### src/rtl/gelato_warp_fetch.sv
// Per-warp fetch stage: parks the selected split entry, fetches its instruction, hands it to decode.
// Defining GELATO_FETCH_TIMEOUT_EN adds a memory-wait timeout that reissues the same request.
module gelato_warp_fetch #(
    parameter int PC_WIDTH        = 32,
    parameter int INST_WIDTH      = 32,
    parameter int SPLIT_NUM_WIDTH = 2,
    parameter int THREAD_NUM      = 32,
    parameter int TIMEOUT_CYCLES  = 64
) (
    input  logic                       clk,
    input  logic                       rst_n,
    input  logic                       rdy,
    input  logic                       sel_valid,
    input  logic [PC_WIDTH-1:0]        sel_pc,
    input  logic [SPLIT_NUM_WIDTH-1:0] sel_split_table_num,
    output logic                       upd_valid,
    output logic [SPLIT_NUM_WIDTH-1:0] upd_split_table_num,
    output logic [PC_WIDTH-1:0]        upd_pc,
    output logic                       upd_stall,
    input  logic [THREAD_NUM-1:0]      upd_thread_mask,
    output logic                       imem_req_valid,
    input  logic                       imem_req_ready,
    output logic [PC_WIDTH-1:0]        imem_req_addr,
    input  logic                       imem_resp_valid,
    input  logic [INST_WIDTH-1:0]      imem_resp_inst,
    output logic                       dec_valid,
    input  logic                       dec_ready,
    output logic [PC_WIDTH-1:0]        dec_pc,
    output logic [INST_WIDTH-1:0]      dec_inst,
    output logic [SPLIT_NUM_WIDTH-1:0] dec_split_table_num,
    output logic [THREAD_NUM-1:0]      dec_thread_mask,
    output logic                       busy
);
    typedef enum logic [1:0] {ST_IDLE, ST_REQ, ST_WAIT, ST_OUT} state_t;

    state_t                     r_state;
    state_t                     w_state_nxt;
    logic [PC_WIDTH-1:0]        r_pc;
    logic [SPLIT_NUM_WIDTH-1:0] r_num;
    logic [INST_WIDTH-1:0]      r_inst;
    logic [THREAD_NUM-1:0]      r_mask;
    logic                       r_upd_valid;
    logic                       r_upd_stall;
    logic [PC_WIDTH-1:0]        r_upd_pc;
    logic                       w_take_sel;
    logic                       w_take_inst;
    logic                       w_accept;
    logic                       w_first_req;
    logic                       w_timeout;

`ifdef GELATO_FETCH_TIMEOUT_EN
    localparam int CNT_W = $clog2(TIMEOUT_CYCLES + 1);
    logic [CNT_W-1:0] r_wait_cnt;

    // Counts WAIT cycles; any other state leaves it at zero so each WAIT entry starts fresh.
    always_ff @(posedge clk or negedge rst_n) begin
        if (!rst_n) begin
            r_wait_cnt <= '0;
        end else if (rdy) begin
            if (r_state == ST_WAIT) r_wait_cnt <= r_wait_cnt + 1'b1;
            else                    r_wait_cnt <= '0;
        end
    end

    assign w_timeout = (r_wait_cnt == CNT_W'(TIMEOUT_CYCLES - 1));
`else
    logic w_unused_timeout;
    assign w_unused_timeout = (TIMEOUT_CYCLES != 0);
    assign w_timeout        = 1'b0;
`endif

    // The stall pulse is the only upd_valid seen in REQ, so it marks the first REQ cycle.
    assign w_first_req = (r_state == ST_REQ) && r_upd_valid && r_upd_stall;

    always_comb begin
        w_state_nxt = r_state;
        w_take_sel  = 1'b0;
        w_take_inst = 1'b0;
        w_accept    = 1'b0;
        case (r_state)
            // Waiting out a reactivate pulse keeps upd_valid from firing on back-to-back cycles.
            ST_IDLE: begin
                if (sel_valid && !r_upd_valid) begin
                    w_take_sel  = 1'b1;
                    w_state_nxt = ST_REQ;
                end
            end
            ST_REQ: begin
                if (imem_req_ready) w_state_nxt = ST_WAIT;
            end
            ST_WAIT: begin
                if (imem_resp_valid) begin
                    w_take_inst = 1'b1;
                    w_state_nxt = ST_OUT;
                end else if (w_timeout) begin
                    w_state_nxt = ST_REQ;
                end
            end
            ST_OUT: begin
                if (dec_ready) begin
                    w_accept    = 1'b1;
                    w_state_nxt = ST_IDLE;
                end
            end
            default: w_state_nxt = ST_IDLE;
        endcase
    end

    always_ff @(posedge clk or negedge rst_n) begin
        if (!rst_n) begin
            r_state     <= ST_IDLE;
            r_pc        <= '0;
            r_num       <= '0;
            r_inst      <= '0;
            r_mask      <= '0;
            r_upd_valid <= 1'b0;
            r_upd_stall <= 1'b0;
            r_upd_pc    <= '0;
        end else if (rdy) begin
            r_state     <= w_state_nxt;
            r_upd_valid <= w_take_sel | w_accept;
            r_upd_stall <= w_take_sel;
            if (w_take_sel) begin
                r_pc     <= sel_pc;
                r_num    <= sel_split_table_num;
                r_upd_pc <= sel_pc;
            end
            if (w_accept)    r_upd_pc <= r_pc + PC_WIDTH'(4);
            if (w_first_req) r_mask   <= upd_thread_mask;
            if (w_take_inst) r_inst   <= imem_resp_inst;
        end
    end

    assign upd_valid           = r_upd_valid;
    assign upd_stall           = r_upd_stall;
    assign upd_pc              = r_upd_pc;
    assign upd_split_table_num = r_num;
    assign imem_req_valid      = (r_state == ST_REQ);
    assign imem_req_addr       = r_pc;
    assign dec_valid           = (r_state == ST_OUT);
    assign dec_pc              = r_pc;
    assign dec_inst            = r_inst;
    assign dec_split_table_num = r_num;
    assign dec_thread_mask     = r_mask;
    assign busy                = (r_state != ST_IDLE);
endmodule
### config.mk
export PLATFORM = sky130hd
export DESIGN_NAME = gelato_warp_fetch
export DESIGN_NICKNAME = d
export VERILOG_FILES = /design/src/rtl/gelato_warp_fetch.sv
export SDC_FILE = /design/constraint.sdc
export NUM_CORES = 1
export LEC_CHECK = 0
export ABC_AREA = 1
export BUFFER_PORTS_ARGS = -buffer_cell sky130_fd_sc_hd__buf_4
export CORE_MARGIN = 4
export CORE_UTILIZATION = 50
export CTS_BUF_LIST = sky130_fd_sc_hd__clkbuf_2 sky130_fd_sc_hd__clkbuf_4 sky130_fd_sc_hd__clkbuf_8
export DETAILED_ROUTE_END_ITERATION = 10
export GPL_TIMING_DRIVEN = 0
export PLACE_DENSITY = 0.83
export SETUP_SLACK_MARGIN = 0.05
export SYNTH_ARGS = -nofsm -noshare
export SYNTH_HDL_FRONTEND = slang
export SYNTH_SLANG_ARGS = --single-unit
### constraint.sdc
create_clock -name clk -period 3.1 [get_ports clk]
set_clock_uncertainty 0.2 [all_clocks]
set_input_delay 0 -clock clk [delete_from_list [all_inputs] [get_ports clk]]
set_output_delay 0 -clock clk [all_outputs]
set_load 0.02 [all_outputs]
# Word level (Yosys, flattened, before mapping)
# Cells that the tools add are included.
# W data, S select, Z words.
[op_classes] n_addsub=1 mux=13 bitwise_logic=1 n_eq_ne=7 reduce_logical=12
[ops] operator="$mux W32" n=2
[ops] operator="$add A32 B3 Y32 const B" n=1
[ops] operator="$mux W2" n=4
[ops] operator="$pmux W2 S4" n=1
[ops] operator="$reduce_and A2 Y1" n=4
[ops] operator="$mux W1" n=6
[ops] operator="$reduce_and A5 Y1" n=1
[ops] operator="$eq A2 B2 Y1 const B" n=2
[ops] operator="$ne A2 B1 Y1 const B" n=2
[ops] operator="$ne A2 B2 Y1 const B" n=2
[ops] operator="$reduce_bool A2 Y1" n=2
[ops] operator="$logic_and A1 B1 Y1" n=3
[ops] operator="$eq A2 B1 Y1 const B" n=1
[ops] operator="$logic_not A2 Y1" n=1
[ops] operator="$logic_not A1 Y1" n=1
[ops] operator="$or A1 B1 Y1" n=1
[word_totals] out_inout_bits=169 ff_bits=134 wordCells=42 inputBits=105

# Longest topological paths before layout
# Gate-level depths: netlist of run 1.
[depth] depth_word=6 depth_mapped=10 mapped_depth_nobuf=10

# Least setup slack after synthesis of run 1
# No wires, ideal clock.
[synth_path] kind="reg2reg" startpoint="register r_state[1]" endpoint="register r_mask[21] (netlist: dec_thread_mask[21])" n_path_buf=1 setup_time_ns=0.126 synth_period_minus_slack_ns=1.985 t_required_ns=2.774 path_stages_with_launch=7 arrival_ns=1.659 setup_slack_ns=1.115 cell_sequence="dfrtp_1 -> inv_1 -> ha_1 -> inv_1 -> nor4_4 -> clkbuf_2 -> o21ai_0"
[synth_between] elab_chain_len=4
[synth_rtl] element="start: declaration" line_no="36" text="state_t r_state;"
[synth_rtl] element="start signal: assignment" line_no="120" text="r_state <= w_state_nxt;"
[synth_rtl] element="$eq A2 B1 Y1"
[synth_rtl] element="net imem_req_valid" line_no="21" text="output logic imem_req_valid,"
[synth_rtl] element="$logic_and A1 B1 Y1 (2 in a row)" line_no="73" text="assign w_first_req = (r_state == ST_REQ) && r_upd_valid && r_upd_stall;"
[synth_rtl] element="$reduce_and A2 Y1 (no source line)"
[synth_rtl] element="end signal: assignment" line_no="129" text="if (w_first_req) r_mask <= upd_thread_mask;"
[synth_rtl] element="end: declaration" line_no="41" text="logic [THREAD_NUM-1:0] r_mask;"
# The timed path passes the listed nets, and every way through them passes these cells.
# A chain may end at the register's enable or synchronous reset.

# Worst setup path in the final report of run 1
[layout_path] startpoint="register r_state[1]" endpoint="register r_mask[0] (netlist: dec_thread_mask[0])"
[layout_between] elab_chain_len=4
[layout_rtl] element="$eq A2 B1 Y1" line_no="73"
[layout_rtl] element="$logic_and A1 B1 Y1 (2 in a row)" line_no="73"
[layout_rtl] element="$reduce_and A2 Y1 (no source line)"
# No other way between the ends.

==> metrics, run 1 <==
Clk network pwr share 0.129; Synth Register Bits 134; Power Density approximately 960 nW/µm²; Die Y 122 µm; synth warn 0; CTS max path bufs 2; Critical Path Fanout Max 6; total power slightly above 0.01 W; status finished, final reports clean; grt total ovfl 0; min Tclk post-route 2.92 ns; Synth-to-Final Area Change 62.7%; Starting Density 0.511; commonest cells after routing, fill and taps aside buf_4 (313), nand2_1 (239), dlygate4sd3_1 (138); total track usage 0.359; Post-Syn Nets 888; fraction of the cycle the final worst path needs 0.942; routed via count 7361; num rows 41; most common cell after layout, fill and taps aside buf_4; antenna violations before repair 2; sequential share of power 0.334; Final Hold Fails 0; CTS tree built; Synth cell types 29; worst hold path startpoint sel_pc[7]; P_int 0.00554 W; Max VDD drop 564 µV; Post-Syn Instances 777; Skew-Pair Late Insertion Delay 0.46 ns; vias in the first global route ~7.7k; Pleak 5.19 nW; Die Wd 122 µm; H-Tree Depth 4; CP Buf/Inv Count 5; drt total wl 27.3 mm; sw frac 0.453; CP top delay family buffers and inverters; setup TNS 0 ns; # IOs 274; max incr delay on CP 0.62 ns; startpoint types flip-flop; final setup vio count 0; Nets 1323; slowest CP cell dlygate4sd3_1; largest net degree at the start of global routing 77; global-route wire length before repair 40.4 mm; WL/cell 19.5 µm; vias per inst 5.27; Util after Layout 0.831; Worst Tran Pin Value ~0.61 ns; Avg Inst Size Synth 8.33 µm²; Reg2Reg Launch Point r_state[1]; CTS Root Cell clkbuf_8; Die ar. approximately 15000 µm²; critical path arrival slightly above 3 ns; max_slew headroom 0.593; core area 12700 µm²; share of cells above drive strength 1 0.327; max-capacitance violation count 0; FMAX 342 MHz; CP Data Required Time 3.29 ns; critical path class reg -> reg; global placement routability congestion approximately 0.87; Post-DP HPWL 15.5 mm; Setup crit start r_state[1]; Sink Count 134; sequential share of the synthesized area 0.518; critical path, cell by cell inv_1 > ha_1 > inv_1 > nor4_4 > buf_4 > nand2_1 > dlygate4sd3_1 > o21ai_0 > dlygate4sd3_1; drt drc 0; Buffers on Ports 273; NetSw 0.00459 W; Comb pwr share 0.537; Hold Path Class in -> reg; crit end category flip-flop; post_cts resized 0; unrepaired setup endpoints after global routing false; CTS clk-pin slew, worst paths 0.08 ns; antenna violation net count after detailed routing 0; Starting DRT DRC Count 630; TritonRoute pass-1 iters 5; synthesized area 6470 µm²; CTS Buf Count 17; Slew Limit Fails 0
worst paths after layout:
| check | cells past startpoint | slack (ns) | endpoint |
|---|---|---|---|
| worst min register to register | 2 | 0.29 | upd_pc[12] |
| worst max-delay path | 9 | 0.18 | dec_thread_mask[0] |
| max in group asynchronous | 4 | 1.89 | dec_thread_mask[24] |
| worst min-delay path | 4 | 0.10 | dec_pc[7] |
| min in group asynchronous | 4 | 0.46 | upd_pc[26] |
| worst max register to register | 9 | 0.18 | dec_thread_mask[0] |
layer usage:
metal | up-vias | global-route usage | wire length, µm | share of wire
li1 | 3275 | - | - | -
met1 | 3432 | 0.402 | 9460 | 0.35
met2 | 521 | 0.616 | 13400 | 0.49
met3 | 133 | 0.117 | 2890 | 0.11
met4 | 0 | 0.178 | 1550 | 0.057
met5 | - | 0 | 0 | 0
logic make-up (layout without fill, tap and decap cells):
| group | after synthesis | after routing | share of synthesized area |
|---|---|---|---|
| other | 0 | 2 | 0 |
| flip-flops | 134 | 134 | 0.518 |
| AND/OR/NAND/NOR | 359 | 359 | 0.220 |
| multiplexers | 32 | 32 | 0.0557 |
| adder cells (fa/ha/maj) | 6 | 6 | 0.0116 |
| XOR/XNOR | 7 | 7 | 0.00947 |
| AO/OA/AOI/OAI | 103 | 103 | 0.0814 |
| buffers and inverters | 136 | 581 | 0.104 |
area by class of cell:
class	count	area, µm²
fill	715	2140
sequential	134	3350
buffer	62	393
timing repair buffer	416	3510
antenna	2	5.00
tap	172	215
clock buffer	24	299
inverter	74	278
multi-input combinational	507	2450
clock inverter	5	27.5
metrics by stage:
stage          std cells  hold slack (ns)  setup slack [ns]  area [µm²]
2_1_floorplan        777           -0.496              1.12        6470
3_3_place_gp        1222         0.000379             0.731        8740
3_5_place_dp        1223           -0.189             0.724        8770
4_1_cts             1391           0.0805             0.219       10500
5_1_grt             1396            0.109             0.169       10500
6_report            1396            0.102             0.180       10500
Yosys cell counts (all sizes together):
| library cell | number | area (µm²) |
|---|---|---|
| nand2 | 240 | 903 |
| dfrtp | 134 | 3350 |
| nor2 | 82 | 315 |
| inv | 74 | 278 |
| o21ai | 65 | 325 |
| buf | 51 | 348 |
| a21oi | 32 | 164 |
| mux2 | 32 | 360 |
| nand3 | 30 | 150 |
| clkbuf | 11 | 45.0 |
| ha | 6 | 75.1 |
| a31oi | 5 | 31.3 |
| xnor2 | 4 | 35.0 |
| xor2 | 3 | 26.3 |
| and2 | 2 | 12.5 |
| nand3b | 1 | 7.51 |
| nand4 | 1 | 6.26 |
| nor3 | 1 | 5.00 |
| nor4 | 1 | 21.3 |
| o22ai | 1 | 6.26 |
| or2 | 1 | 6.26 |
flip-flops by register name (all words and copies together) (netlist names):
| signal | count |
|---|---|
| dec_inst | 32 |
| r_state | 2 |
| dec_pc | 32 |
| upd_valid | 1 |
| dec_thread_mask | 32 |
| upd_stall | 1 |
| dec_split_table_num | 2 |
| upd_pc | 32 |
what timing repair did:
| action | CTS | global route |
|---|---|---|
| buffers inserted | 0 | 3 |
| endpoints found under the setup margin | 0 | 1 |
| hold buffers | 139 | 0 |
| hold endpoints to repair | 268 | 0 |
power by group through the flow:
stage	sequential, W	combinational (W)	clock (W)
finish	0.00338	0.00543	0.00131
global route	0.00347	0.00576	0.00138
CTS	0.00326	0.00524	0.00128
detailed placement	0.00327	0.00508	0
global placement	0.00324	0.00497	0
floorplan	0.00409	0.00191	0
tightest hold or removal path, stage by stage:
cell	delay, ns
dlygate4sd3_1	0.52
buf_4	0.11
nand2_1	0.04
nand2_1	0.05
Note: power is estimated with default switching activity, not from simulation.
==> run 2, diff against run 1 <==
--- a/config.mk
+++ b/config.mk
@@ -6,13 +6,12 @@
 export NUM_CORES = 1
 export LEC_CHECK = 0
 export ABC_AREA = 1
-export BUFFER_PORTS_ARGS = -buffer_cell sky130_fd_sc_hd__buf_4
 export CORE_MARGIN = 4
 export CORE_UTILIZATION = 50
 export CTS_BUF_LIST = sky130_fd_sc_hd__clkbuf_2 sky130_fd_sc_hd__clkbuf_4 sky130_fd_sc_hd__clkbuf_8
 export DETAILED_ROUTE_END_ITERATION = 10
+export DONT_BUFFER_PORTS = 1
 export GPL_TIMING_DRIVEN = 0
-export PLACE_DENSITY = 0.83
 export SETUP_SLACK_MARGIN = 0.05
 export SYNTH_ARGS = -nofsm -noshare
 export SYNTH_HDL_FRONTEND = slang
==> run 2 against run 1 <==
The flow now finishes with violations (negative hold slack). Highest routed layer unchanged. Clock power grew 20%. Sequential share of layout area grew 8.5 points. Largest power group is now sequential cells. Final cell count shrank 21%. Critical endpoint is now dec_thread_mask[4].
==> metrics, run 2 (synthesis gave the netlist of run 1 again) <==
number of hold buffers added after CTS 118 (-15%); antenna violation net count after detailed routing 0 (unchanged); Nets 1025 (-23%); routed via count 5637 (-23%); Die Y 122 µm (unchanged); Skew-Pair Late Insertion Delay 0.44 ns (-0.02 ns); Starting Density 0.511 (unchanged); CTS clk-pin slew, worst paths 0.08 ns (about the same); share of cells above drive strength 1 0.135 (-0.192); fraction of the cycle the final worst path needs 0.922 (-0.0200); drt drc 0 (unchanged); critical path class reg -> reg; Final Hold Fails 134 (+134); core area 12700 µm² (unchanged); setup TNS 0 ns (unchanged); Reg2Reg Launch Point r_state[1]; max_slew headroom 0.567 (-0.0257); post_cts resized 0 (unchanged); total track usage 0.269 (-0.0904); min Tclk post-route 2.86 ns (-0.0619 ns); final setup vio count 0 (unchanged); Power Density 1010 nW/µm² (+5.5%); Starting DRT DRC Count 409 (-35%); critical path arrival 3.01 ns (-0.10 ns); NetSw 0.00397 W (-13%); H-Tree Depth 4 (unchanged); Met2 Routed Length 10.1 mm (-25%); global placement routability congestion 0.896 (+3.4%); post-CTS setup buffers 0 (unchanged); grt total ovfl 0 (unchanged); CTS max path bufs 2 (unchanged); Max VDD drop 726 µV (+29%); Synth-to-Final Area Change 28.3%; # IOs 274 (unchanged); post-placement cell count 949 (-22%); CTS tree built; Slew Limit Fails 0 (unchanged); Clk network pwr share 0.187 (+0.058); final hold slack -0.952 ns (-1.05 ns); unrepaired setup endpoints after global routing false; vias in the first global route 5907 (-23%); largest net degree at the start of global routing 135 (+75%); Highest Signal Layer met4; FMAX 350 MHz (+2.2%); WL met1 7.38 mm (-22%); Post-DP HPWL 13.5 mm (-13%); met3 WL 1.68 mm (-42%); CP Data Required Time 3.25 ns (-0.04 ns); Critical Path Fanout Max 10 (+4); CTS Buf Count 17 (unchanged); Setup crit start r_state[1]; failing checks negative hold slack; Multi-input gate area 2450 µm² (unchanged); P_int 0.00445 W (-20%); Worst Tran Pin Value 0.650 ns (+0.0386 ns); FF+latch area 3350 µm² (unchanged); CTS Root Cell clkbuf_8; commonest cells after routing, fill and taps aside nand2_1 (239), dfrtp_1 (134), dlygate4sd3_1 (118); fillcell total 1069 (+50%); Die ar. 14800 µm² (unchanged); WL/cell 17.8 µm (-9.1%); vias per inst 5.12 (-2.8%); Pleak 3.84 nW (-26%); Hold Path Class in -> async; num rows 41 (unchanged); startpoint types flip-flop; Comb pwr share 0.290 (-0.247); Sink Count 134 (unchanged); Non-Filler Instances 1100 (-21%); Die Wd 122 µm (unchanged); max-capacitance violation count 0 (unchanged); sequential share of power 0.523 (+0.189); sw frac 0.472 (+0.0187); antenna violations before repair 1 (-1); crit end category flip-flop; drt total wl 19.5 mm (-28%); TritonRoute pass-1 iters 4 (-1); global-route wire length before repair 30.5 mm (-24%); status finished, violations left; Buffers on Ports 0 (-100%); most common cell after layout, fill and taps aside nand2_1
## run 2: final timing paths
kind,slack [ns],depth (start not counted),endpoint
hold / removal,-0.95,0,dec_pc[9]
max in group asynchronous,3.40,0,r_state[0]
min in group clk,0.03,3,dec_thread_mask[14]
hold reg to reg,0.37,2,r_state[0]
setup reg to reg,0.24,8,dec_thread_mask[4]
setup / recovery,0.24,8,dec_thread_mask[4]
## run 2: layout make-up
cell class                 instances  area share
buffer                            62      0.0473
inverter                          74      0.0334
tap                              172      0.0259
timing repair buffer             118       0.142
clock inverter                    13      0.0206
antenna                            1    0.000301
multi-input combinational        507       0.295
clock buffer                      19      0.0315
sequential                       134       0.404
## run 2: power by group through the flow
stage               Clock, W  Combinational, W  Sequential [W]
global route         0.00168           0.00274         0.00451
finish               0.00157           0.00245         0.00441
global placement           0           0.00218         0.00442
detailed placement         0           0.00225         0.00443
floorplan                  0           0.00191         0.00409
CTS                  0.00160           0.00243         0.00441
## run 2: per-stage QoR
| step | setup WS, ns | total power (W) | cell area [µm²] | hold slack (ns) | utilization |
|---|---|---|---|---|---|
| floorplan | 1.12 | 0.00600 | 6470 | -0.496 | - |
| global placement | 0.564 | 0.00660 | 6690 | -0.492 | 0.528 |
| detailed placement | 0.540 | 0.00668 | 6690 | -0.492 | 0.528 |
| CTS | 0.266 | 0.00844 | 8300 | -0.981 | 0.655 |
| global route | 0.0851 | 0.00894 | 8310 | -0.994 | 0.656 |
| finish | 0.242 | 0.00843 | 8310 | -0.952 | 0.656 |
## run 2: layer usage
metal	vias up	global-route usage
met1	2699	0.303
met3	34	0.0933
li1	2680	-
met2	224	0.472
met4	0	0.0945
met5	-	0
## run 2: critical path, cell delays in order, from the launching register on
cell and delay, ns:
dfrtp_1 0.41, inv_1 0.13, ha_1 0.32, inv_1 0.14, nor4_4 0.57, buf_4 0.28
nand2_1 0.07, dlygate4sd3_1 0.56, o21ai_0 0.10
==> run 3, diff against run 2 <==
--- a/config.mk
+++ b/config.mk
@@ -5,7 +5,6 @@
 export SDC_FILE = /design/constraint.sdc
 export NUM_CORES = 1
 export LEC_CHECK = 0
-export ABC_AREA = 1
 export CORE_MARGIN = 4
 export CORE_UTILIZATION = 50
 export CTS_BUF_LIST = sky130_fd_sc_hd__clkbuf_2 sky130_fd_sc_hd__clkbuf_4 sky130_fd_sc_hd__clkbuf_8
==> run 3 against run 2 <==
The flow still finishes with violations (negative hold slack). Non-clock buffer count fell by 13. Synthesized cell count decreased by 25%. Utilization shrank 0.45 points. Combinational power shrank 9.0%. Clock-buffer cell count increased by 3. Via count fell by 15%. Sequential power up 2%. First-iteration DRC count decreased by 40%. Critical path depth rose by 1. Setup slack improved by 0.031 ns. Area after synthesis shrank 4.5%. Critical path type unchanged. Largest cell class unchanged.
==> metrics, run 3 <==
status finished, violations left; failing checks negative hold slack; CP Buf/Inv Count 4 (unchanged); met3 Resource Use GR 0.0916 (-0.00167); Buffers on Ports 0 (unchanged); CP Data Required Time 3.27 ns (+0.02 ns); max incr delay on CP 0.57 ns (about the same); Starting Density 0.513 (+0.00175); sw frac 0.458 (-0.0135); Async SR Flop Fraction 1.00 (unchanged); CTS Root Cell clkbuf_8; Setup crit end dec_split_table_num[0]; met2 Resource Use GR 0.420 (-0.0527); Non-Filler Instances 889 (-19%); fin area 7850 µm² (-5.5%); Synth Register Bits 134 (unchanged); crit end category flip-flop; drt total wl 17.7 mm (-9.5%); min Tclk post-route 2.83 ns (-0.0314 ns); leading area contributor after synthesis dfrtp_1; FF-to-FF setup slack 0.27 ns (+0.03 ns); R2R cell count 9 (+1); drt drc 0 (unchanged); fillcell total 970 (-9.3%); H-Tree Depth 4 (unchanged); vias per inst 5.40 (+5.4%); Slew Limit Fails 0 (unchanged); Top cell by count, worst path nand2_1; WL/cell 19.9 µm (+12%); slowest CP cell dlygate4sd3_1; Clk network pwr share 0.174 (-0.013); unrepaired setup endpoints after global routing false; CP top delay family buffers and inverters; Reg2Reg Launch Point r_state[0]; Power Density 1040 nW/µm² (+2.5%); core area 12100 µm² (-4.8%); FMAX 354 MHz (+1.1%); most used routing layer met2; synth warn 0 (unchanged); final setup vio count 0 (unchanged); most common cell after layout, fill and taps aside dfrtp_1; sequential share of power 0.553 (+0.030); num rows 40 (-2.4%); grt met1 use 0.284 (-0.0194); R2R Path End dec_split_table_num[0]; Final Hold Fails 134 (unchanged); Worst Tran Pin Value 0.680 ns (+0.0308 ns); vias in the first global route 4957 (-16%); commonest cells after routing, fill and taps aside dfrtp_1 (134), nand2_1 (121), dlygate4sd3_1 (107); Comb pwr share 0.273 (-0.017); # IOs 274 (unchanged); CTS Buf Count 17 (unchanged); critical path, cell by cell inv_1 > ha_1 > and3b_1 > and2_1 > clkbuf_1 > buf_1 > nand2_1 > dlygate4sd3_1 > nand2_1; DP Area 6390 µm² (-4.4%); global-route wire length before repair 27.3 mm (-11%); TritonRoute pass-1 iters 4 (unchanged); Synth cell types 38 (+31%); Skew-Pair Late Insertion Delay 0.43 ns (about the same); Setup crit start r_state[0]; max-capacitance violation count 0 (unchanged); Setup WS post-layout 0.273 ns (+0.0314 ns); Post-synth top cells dfrtp_1 (134), nand2_1 (121), mux2_2 (64), buf_4 (35), nor2_1 (29); sequential share of the synthesized area 0.542 (+0.0243); Starting DRT DRC Count 245 (-40%); antenna violations before repair 0 (-1); grt total ovfl 0 (unchanged); largest cells by area after synthesis dfrtp_1 (54%), mux2_2 (12%), nand2_1 (7.3%); final hold slack -0.940 ns (+0.0118 ns); NetSw 0.00374 W (-5.9%); antenna violation net count after detailed routing 0 (unchanged); Post-synth EDFFs 0 (unchanged); share of the synthesized area in the top cell type 0.542 (+0.0243); setup TNS 0 ns (unchanged); total track usage 0.246 (-0.0223); CTS tree built; Sink Count 134 (unchanged); routed via count 4803 (-15%); Synth-to-Final Area Change 27.0%; most common cell in the netlist dfrtp_1; Die Y 119 µm (-2.1%); # diodes 0 (-1); Max VDD drop 504 µV (-31%); largest net degree at the start of global routing 135 (unchanged); pre-CTS setup slack 0.641 ns (+0.101 ns); Hold Path Class in -> async; synthesized area 6180 µm² (-4.5%); Post-Syn Nets 694 (-22%); number of hold buffers added after CTS 107 (-9.3%); Die ar. 14200 µm² (-4.2%); global placement routability congestion 0.783 (-13%); Nets 820 (-20%); startpoint types flip-flop; post-CTS setup buffers 0 (unchanged); Pleak 3.68 nW (-4.1%); CTS clk-pin slew, worst paths 0.07 ns (about the same); Crit path depth 9 (+1); fraction of the cycle the final worst path needs 0.912 (-0.0101); max_slew headroom 0.546 (-0.0205); critical path arrival 3.00 ns (about the same); Avg Inst Size Synth 10.6 µm² (+27%); share of cells above drive strength 1 0.212 (+0.0774); Post-DP HPWL 12.2 mm (-9.7%); CTS max path bufs 2 (unchanged); Post-Syn Instances 583 (-25%); P_int 0.00442 W (-0.66%); Critical Path Fanout Max 10 (unchanged); post-placement cell count 751 (-21%); top_reg_cell synth dfrtp_1; critical path class reg -> reg; Die Wd 119 µm (-2.1%)
[run 3: cell types whose count changed in the layout (fill, tap and decap cells not counted), moves of 16 or more]
cell     change
inv_1       -60
o21ai_0     -36
nor2_1      -50
xor2_1      +16
nand2_1    -118
mux2_2      +32
[run 3: metal layers]
metal | wire length, µm | up-vias
met5 | 0 | -
met4 | 418 | 0
met3 | 1730 | 37
met2 | 8930 | 245
met1 | 6600 | 2333
li1 | - | 2188
[run 3: area by class of cell]
class | instances | area, µm² | share of cell area
clock buffer | 22 | 284 | 0.0362
sequential | 134 | 3350 | 0.427
multi-input combinational | 377 | 2400 | 0.306
timing repair buffer | 107 | 1070 | 0.136
inverter | 12 | 45.0 | 0.00574
tap | 168 | 210 | 0.0268
buffer | 60 | 385 | 0.0491
clock inverter | 9 | 103 | 0.0131
[run 3: worst min-delay path by stage]
stage                  endpoint  slack (ns)  cells past startpoint
CTS                   dec_pc[1]       -0.98                      0
global route         upd_pc[10]       -0.98                      0
detailed placement    dec_pc[3]       -0.49                      0
global placement      dec_pc[2]       -0.49                      0
finish                dec_pc[3]       -0.94                      0
floorplan           dec_inst[0]       -0.50                      0
[run 3: per-stage QoR]
step,util,total power (W)
2_1_floorplan,-,0.00598
3_3_place_gp,0.530,0.00653
3_5_place_dp,0.530,0.00662
4_1_cts,0.651,0.00819
5_1_grt,0.651,0.00862
6_report,0.651,0.00816
[run 3: worst register-to-register path: cells and delay by family, from the launching register on]
family / cells / cell delay [ns]
and+or+nand+nor: 4 / 0.56
buffers and inverters: 4 / 1.40
DFF: 1 / 0.41
adders and majority gates: 1 / 0.20
[run 3: power groups by stage]
stage / Clock (W) / Combinational [W] / Sequential, W
2_1_floorplan: 0 / 0.00178 / 0.00420
3_5_place_dp: 0 / 0.00207 / 0.00455
6_report: 0.00142 / 0.00223 / 0.00451
3_3_place_gp: 0 / 0.00202 / 0.00451
4_1_cts: 0.00145 / 0.00222 / 0.00452
5_1_grt: 0.00153 / 0.00246 / 0.00463
[run 3: cell families after synthesis]
kind of cell,share of synthesized area
xor+xnor,0.0382
simple gates,0.153
fa+ha+maj,0.0121
mux,0.117
compound gates,0.0684
flops,0.542
buf+inv,0.0696
[run 3: repair_timing]
action	4_1_cts	5_1_grt
hold endpoints to repair	268	134
resized for setup	0	1
setup endpoints to repair	0	1
